==> config.mk <==
export PLATFORM = sky130hd
export DESIGN_NAME = spectrum_bands_flat
export DESIGN_NICKNAME = d
export VERILOG_FILES = /design/src/rtl/spectrum_bands_if.sv /design/src/rtl/spectrum_bands.sv /design/src/flat_wrapper.sv
export SDC_FILE = /design/constraint.sdc
export NUM_CORES = 2
export LEC_CHECK = 0
export CAP_MARGIN = 20
export CORE_UTILIZATION = 46
export CTS_BUF_LIST = sky130_fd_sc_hd__clkbuf_8
export DETAILED_ROUTE_END_ITERATION = 10
export PLACE_DENSITY = 0.66
export SYNTH_ARGS = -nofsm -noshare
export SYNTH_HDL_FRONTEND = slang
export SYNTH_SLANG_ARGS = --single-unit
==> constraint.sdc <==
create_clock -name clk_100mhz -period 13.05 [get_ports clk_100mhz]
set_input_delay 2.61 -clock clk_100mhz [delete_from_list [all_inputs] [get_ports clk_100mhz]]
set_output_delay 2.61 -clock clk_100mhz [all_outputs]
set_load 0.02 [all_outputs]
==> src/rtl/spectrum_bands_if.sv <==
// Band-level output stream toward the LED pattern logic.
// The block drives it through the master modport, the LED side uses slave.
interface spectrum_bands_if #(
  parameter int IDX_W = 3
);
  logic [23:0]      band_level;
  logic [IDX_W-1:0] band_index;
  logic             band_valid;
  logic             band_ready;

  modport master (output band_level, band_index, band_valid, input band_ready);
  modport slave  (input band_level, band_index, band_valid, output band_ready);
endinterface

==> src/rtl/spectrum_bands.sv <==
// Reduces 128-bin FFT magnitude frames to NUM_BANDS peak-hold/decay levels
// and streams each completed frame out one band per accepted cycle.
module spectrum_bands_lane #(
  parameter int ACC_W       = 27,
  parameter int LOG_BPB     = 3,
  parameter int DECAY_SHIFT = 4
) (
  input  logic        clk_100mhz,
  input  logic        rst_n,
  input  logic        acc_clr,
  input  logic        acc_add,
  input  logic [23:0] mag,
  input  logic        lvl_upd,
  output logic [23:0] level
);
  logic [ACC_W-1:0] acc, acc_sum;
  logic [23:0]      avg;

  // The closing bin of a frame lands in the same cycle as the level update,
  // so the average is taken from the post-add sum.
  assign acc_sum = acc + (acc_add ? ACC_W'(mag) : '0);
  assign avg     = 24'(acc_sum >> LOG_BPB);

  always_ff @(posedge clk_100mhz or negedge rst_n) begin
    if (!rst_n) begin
      acc   <= '0;
      level <= '0;
    end else begin
      if (acc_clr)      acc <= '0;
      else if (acc_add) acc <= acc_sum;
      if (lvl_upd)
        level <= (avg >= level) ? avg : level - (level >> DECAY_SHIFT);
    end
  end
endmodule

module spectrum_bands #(
  parameter int NUM_BANDS     = 8,
  parameter int BINS_PER_BAND = 8,
  parameter int DECAY_SHIFT   = 4
) (
  input  logic              clk_100mhz,
  input  logic              rst_n,
  input  logic [23:0]       freq_mag,
  input  logic [6:0]        freq_index,
  input  logic              mag_valid,
  spectrum_bands_if.master  bnd,
  output logic              sync_err,
  output logic              overrun,
  input  logic              clr_flags
);
  localparam int LOG_BPB = $clog2(BINS_PER_BAND);
  localparam int ACC_W   = 24 + LOG_BPB;
  localparam int IDX_W   = (NUM_BANDS > 1) ? $clog2(NUM_BANDS) : 1;
  localparam int NBINS   = NUM_BANDS * BINS_PER_BAND;

  typedef enum logic {WAIT_SYNC, COLLECT}    col_st_t;
  typedef enum logic {OUT_IDLE, OUT_STREAM}  out_st_t;

  typedef struct packed {
    logic        vld;
    logic [6:0]  idx;
    logic [23:0] mag;
  } bin_req_t;

  bin_req_t                   req;
  col_st_t                    col_st;
  out_st_t                    out_st;
  logic [6:0]                 exp_idx;
  logic [IDX_W-1:0]           ptr;
  logic                       valid_q;
  logic [NUM_BANDS-1:0][23:0] level;
  logic [NUM_BANDS-1:0]       lane_add;
  logic hit, miss, frame_done, acc_clr, in_range, lvl_upd;

  assign req = '{vld: mag_valid, idx: freq_index, mag: freq_mag};

  assign hit        = (col_st == COLLECT) && req.vld && (req.idx == exp_idx);
  assign miss       = (col_st == COLLECT) && req.vld && (req.idx != exp_idx);
  assign frame_done = hit && (req.idx == 7'd127);
  // exp_idx is never 0 while collecting, so any valid bin 0 (re)starts a frame.
  assign acc_clr    = req.vld && (req.idx == 7'd0);
  assign in_range   = (req.idx != 7'd0) && ({1'b0, req.idx} < 8'(NBINS));
  assign lvl_upd    = frame_done && (out_st == OUT_IDLE);

  for (genvar b = 0; b < NUM_BANDS; b++) begin : g_lane
    assign lane_add[b] = hit && in_range && (7'(req.idx >> LOG_BPB) == 7'(b));

    spectrum_bands_lane #(
      .ACC_W(ACC_W), .LOG_BPB(LOG_BPB), .DECAY_SHIFT(DECAY_SHIFT)
    ) u_lane (
      .clk_100mhz (clk_100mhz),
      .rst_n      (rst_n),
      .acc_clr    (acc_clr),
      .acc_add    (lane_add[b]),
      .mag        (req.mag),
      .lvl_upd    (lvl_upd),
      .level      (level[b])
    );
  end

  always_ff @(posedge clk_100mhz or negedge rst_n) begin
    if (!rst_n) begin
      col_st  <= WAIT_SYNC;
      exp_idx <= '0;
    end else begin
      case (col_st)
        WAIT_SYNC: if (acc_clr) begin
          col_st  <= COLLECT;
          exp_idx <= 7'd1;
        end
        COLLECT: begin
          if (hit) begin
            exp_idx <= exp_idx + 7'd1;
            if (frame_done) col_st <= WAIT_SYNC;
          end else if (miss) begin
            if (req.idx == 7'd0) exp_idx <= 7'd1;
            else                 col_st  <= WAIT_SYNC;
          end
        end
        default: col_st <= WAIT_SYNC;
      endcase
    end
  end

  always_ff @(posedge clk_100mhz or negedge rst_n) begin
    if (!rst_n) begin
      out_st  <= OUT_IDLE;
      ptr     <= '0;
      valid_q <= 1'b0;
    end else begin
      case (out_st)
        OUT_IDLE: if (frame_done) begin
          out_st  <= OUT_STREAM;
          ptr     <= '0;
          valid_q <= 1'b1;
        end
        OUT_STREAM: if (bnd.band_ready) begin
          if (ptr == IDX_W'(NUM_BANDS - 1)) begin
            out_st  <= OUT_IDLE;
            ptr     <= '0;
            valid_q <= 1'b0;
          end else begin
            ptr <= ptr + IDX_W'(1);
          end
        end
        default: out_st <= OUT_IDLE;
      endcase
    end
  end

  // A new error in the same cycle as clr_flags keeps the flag set.
  always_ff @(posedge clk_100mhz or negedge rst_n) begin
    if (!rst_n) begin
      sync_err <= 1'b0;
      overrun  <= 1'b0;
    end else begin
      if (miss)           sync_err <= 1'b1;
      else if (clr_flags) sync_err <= 1'b0;
      if (frame_done && (out_st == OUT_STREAM)) overrun <= 1'b1;
      else if (clr_flags)                       overrun <= 1'b0;
    end
  end

  // Levels only change in OUT_IDLE, so the mux is stable for a whole stream.
  assign bnd.band_valid = valid_q;
  assign bnd.band_index = ptr;
  assign bnd.band_level = valid_q ? level[ptr] : 24'd0;
endmodule

==> src/flat_wrapper.sv <==
// flat-port wrapper written by rule: the top's interface ports become plain ports
module spectrum_bands_flat 
#(
  parameter int NUM_BANDS     = 8,
  parameter int BINS_PER_BAND = 8,
  parameter int DECAY_SHIFT   = 4
)
  (clk_100mhz, rst_n, freq_mag, freq_index, mag_valid, sync_err, overrun, clr_flags, bnd_band_level, bnd_band_index, bnd_band_valid, bnd_band_ready);
  spectrum_bands_if #(.IDX_W(3)) bnd_i ();
  input  logic clk_100mhz;
  input  logic rst_n;
  input  logic [23:0] freq_mag;
  input  logic [6:0] freq_index;
  input  logic mag_valid;
  output logic sync_err;
  output logic overrun;
  input  logic clr_flags;
  output wire logic [$bits(bnd_i.band_level)-1:0] bnd_band_level;
  output wire logic [$bits(bnd_i.band_index)-1:0] bnd_band_index;
  output wire logic [$bits(bnd_i.band_valid)-1:0] bnd_band_valid;
  input wire logic [$bits(bnd_i.band_ready)-1:0] bnd_band_ready;
  assign bnd_band_level = bnd_i.band_level;
  assign bnd_band_index = bnd_i.band_index;
  assign bnd_band_valid = bnd_i.band_valid;
  assign bnd_i.band_ready = bnd_band_ready;
  spectrum_bands #(.NUM_BANDS(NUM_BANDS), .BINS_PER_BAND(BINS_PER_BAND), .DECAY_SHIFT(DECAY_SHIFT)) u_core (.clk_100mhz(clk_100mhz), .rst_n(rst_n), .freq_mag(freq_mag), .freq_index(freq_index), .mag_valid(mag_valid), .bnd(bnd_i), .sync_err(sync_err), .overrun(overrun), .clr_flags(clr_flags));
endmodule
==> results.py <==
metrics = {
    "worst_setup_path": {
        "critPathMaxFanout": 46,
        "worst_path_max_delay_cell": "clkdlybuf4s50_1",
        "start_kind": "input port",
        "max_stage_delay_ns": 0.76,
        "path_class": "in -> reg",
        "critical_path.startpoint": "freq_index[6]",
        "r2r_start": "u_core.exp_idx[4]",
        "crit_top_cell": "nand2_1",
        "cp.arrival_ns": 10.54,
        "worstPathRequired_ns": 13.65,
        "cp-end-kind": "flip-flop",
    },
    "die": {
        "die-height_um": 306,
        "core_area_um2": 91700,
        "rows": 111,
        "start_util_pct": 46.4,
        "die_width_um": 306,
        "pin_count": 66,
        "die-area_um2": 93700,
    },
    "timing": {
        "hold_viol": 0,
        "rsz0062_at_grt": "no",
        "finalSetupViolCount": 0,
        "clock_skew_ns": 0.0415,
        "fin_crit_ns": 9.94,
        "max-slew-margin-rel_pct": 21.0,
        "max_freq_ghz": 0.101,
        "setup_tns_ns": 0,
        "slew_violations": 0,
        "fin_crit_sh_pct": 76.2,
        "worst_slew_pin_slew_ns": 1.18,
    },
    "routing": {
        "drtAntennaViolNets": 0,
        "drc": 0,
        "dr.pass1.iters": 8,
        "drt_first_iter_violations": 3963,
        "drt-wirelength-per-cell_um": 21.7,
        "via_count": 39600,
        "viasPerCell": 6.18,
        "wl_um": 139000,
    },
    "clock_tree": {
        "postCtsHoldBufs": 0,
        "cts.root.buffer_cell": "clkbuf_8",
        "cts_tree": "done",
        "htreeDepth": 3,
        "clock_latency_ns": 0.73,
        "cts_resized": 0,
        "cts_buffers": 89,
        "cts_setup_buffers": 0,
        "path_clk_slew_ns": 0.06,
        "clockBufferDepth": 3,
        "cts_sinks": 423,
    },
    "yosys": {
        "synth.avg_cell_area_um2": 8.33,
        "synth_area_leaders": "dfrtp_1, ha_1, nand2_1, a21oi_1, xnor2_1",
        "synth_edf_count": 0,
        "synth_top_area_cell": "dfrtp_1",
        "synth-async-reset-ratio_pct": 100,
        "synth_fp_nets": 5707,
        "yosys.area.top_type_share_pct": 24.9,
        "synth_seq_cells": 423,
        "ys.flop_type": "dfrtp_1",
        "yosysWarningCount": 0,
        "syn-cell-area_um2": 42600,
        "synthDistinctLibCells": 83,
        "syn_inst": 5108,
        "ys_seq_area_share_pct": 24.9,
    },
    "placement": {
        "routabilityCongestion": 0.975,
        "port-buffer-count": 65,
        "hpwlAfterDp_um": 101000,
    },
    "hold_path": {
        "min_from": "u_core.g_lane[2].u_lane.acc[11]",
        "hp-class": "reg -> reg",
    },
    "grt": {
        "antenna_found_initial": 38,
        "grt_use_total_pct": 29.2,
        "overflow": 0,
        "grt_pass1_wl_um": 212000,
        "grt_start_max_net_pins": 173,
        "first_global_vias": 36900,
    },
    "layout": {
        "multi_input_area_um2": 30300,
        "area_growth_pct": 9.15,
        "regArea_um2": 10600,
        "drive_above_1_share_pct": 6.04,
        "nNetsFinal": 5713,
        "nFillCells": 8654,
    },
    "flow_run": {
        "drv_cap": 0,
    },
    "pwr": {
        "power.density_nw_per_um2": 63.1,
        "vdd_ir_drop_max_uv": 55.3,
        "p_leak_nw": 23.3,
        "total_power_w": 0.00293,
    },
    "run_status": {
        "outcome": "finished clean",
    },
}
metrics by stage:
step / cell area, um2 / hold WS [ns] / setup WS, ns / std cells / util, %
floorplan: 42600 / 0.467 / 4.07 / 5108 / -
global placement: 44500 / 0.478 / 2.74 / 6209 / 48.5
detailed placement: 44500 / 0.484 / 2.58 / 6209 / 48.5
CTS: 46400 / 0.497 / 3.37 / 6370 / 50.6
global route: 46400 / 0.515 / 2.57 / 6380 / 50.6
finish: 46500 / 0.491 / 3.11 / 6410 / 50.7
layout make-up:
| class | instances | area share [%] |
|---|---|---|
| diodes | 40 | 0.215 |
| repair buffers | 120 | 2.35 |
| inverters | 279 | 2.25 |
| clock buffers | 115 | 3.41 |
| well taps | 1186 | 3.19 |
| multi-input cells | 4201 | 65.2 |
| clock inverters | 46 | 0.595 |
| flip-flops and latches | 423 | 22.8 |
cell families after synthesis:
family | synth area share [%]
mux | 5.59
fa+ha+maj | 16.8
simple gates | 19.0
compound gates | 22.9
buf+inv | 4.32
flops | 24.9
xor+xnor | 6.54
routing by layer:
| layer | vias to the layer above | track usage, % | part of all wire (%) |
|---|---|---|---|
| met3 | 233 | 6.34 | 11 |
| met2 | 1618 | 42.9 | 41 |
| li1 | 18700 | - | - |
| met1 | 19000 | 41.4 | 44 |
| met4 | 4 | 12.0 | 3.7 |
| met5 | - | 0 | 0.017 |
Yosys cell counts (all sizes together) (18+ instances only):
master  instances
nand2         544
a221o          26
nand3         214
and4           18
a221oi         19
inv           279
or2            19
dfrtp         423
a21oi         362
nor2          254
and3           43
or3            38
o21a           42
buf            38
nor4           22
a22oi          19
xnor2         205
xor2          113
nor2b          80
nand2b         67
a32o           76
mux4           48
and2          206
clkbuf        167
a21o          232
nor3           72
nand4          54
a211oi         54
o31ai          27
mux2i         116
o211ai         33
o21bai         32
o21ai         390
a31oi          54
ha            547
where the power goes:
group / leakage, nW / total (W) / switching, W / internal (W)
sequential: 5.68 / 0.00131 / 0.00000127 / 0.00131
clock: 1.07 / 0.00152 / 0.000675 / 0.000844
combinational: 16.5 / 0.0000961 / 0.0000775 / 0.0000186
total: 23.3 / 0.00293 / 0.000754 / 0.00218
worst max-delay path, delay by kind of cell:
kind                       cells  cell delay [ns]
xor gates and xnor gates       2             0.29
muxes                          1             0.29
adders and majority gates      2             0.60
buffers and inverters          3             1.58
and+or+nand+nor               13             2.97
AOI/OAI and AO/OA              7             2.13
path summary, 6_finish.rpt:
path / endpoint / slack (ns) / cells after the start
max in group asynchronous: u_core.bnd.band_index[0] / 8.82 / 3
setup reg to reg: u_core.g_lane[5].u_lane.level[20] / 5.33 / 27
setup / recovery: u_core.g_lane[5].u_lane.level[20] / 3.11 / 28
hold reg to reg: u_core.g_lane[2].u_lane.acc[11] / 0.49 / 2
min in group asynchronous: u_core.g_lane[4].u_lane.acc[8] / 1.91 / 1
hold / removal: u_core.g_lane[2].u_lane.acc[11] / 0.49 / 2
flip-flops by register name (all words and copies together) (netlist names):
| name | cells |
|---|---|
| u_core.sync_err | 1 |
| u_core.g_lane.u_lane.level | 192 |
| u_core.out_st | 1 |
| u_core.g_lane.u_lane.acc | 216 |
| u_core.col_st | 1 |
| u_core.overrun | 1 |
| u_core.bnd.band_index | 3 |
| u_core.bnd.band_valid | 1 |
| u_core.exp_idx | 7 |
cells in the final DEF, fill, tap and decap left out, drive strengths merged, types with 48 or more instances in the layout:
master         instances
xnor2                205
a31oi                 54
mux4                  48
nand4                 54
ha                   547
nor2b                 80
dfrtp                423
nor3                  72
nand2b                67
and2                 206
a21oi                362
o21ai                390
nand3                214
a32o                  76
xor2                 113
a21o                 232
mux2i                116
nor2                 254
buf                   56
a211oi                54
clkdlybuf4s50         64
nand2                544
inv                  304
clkbuf               115
Power figures use the tool's default switching activity.
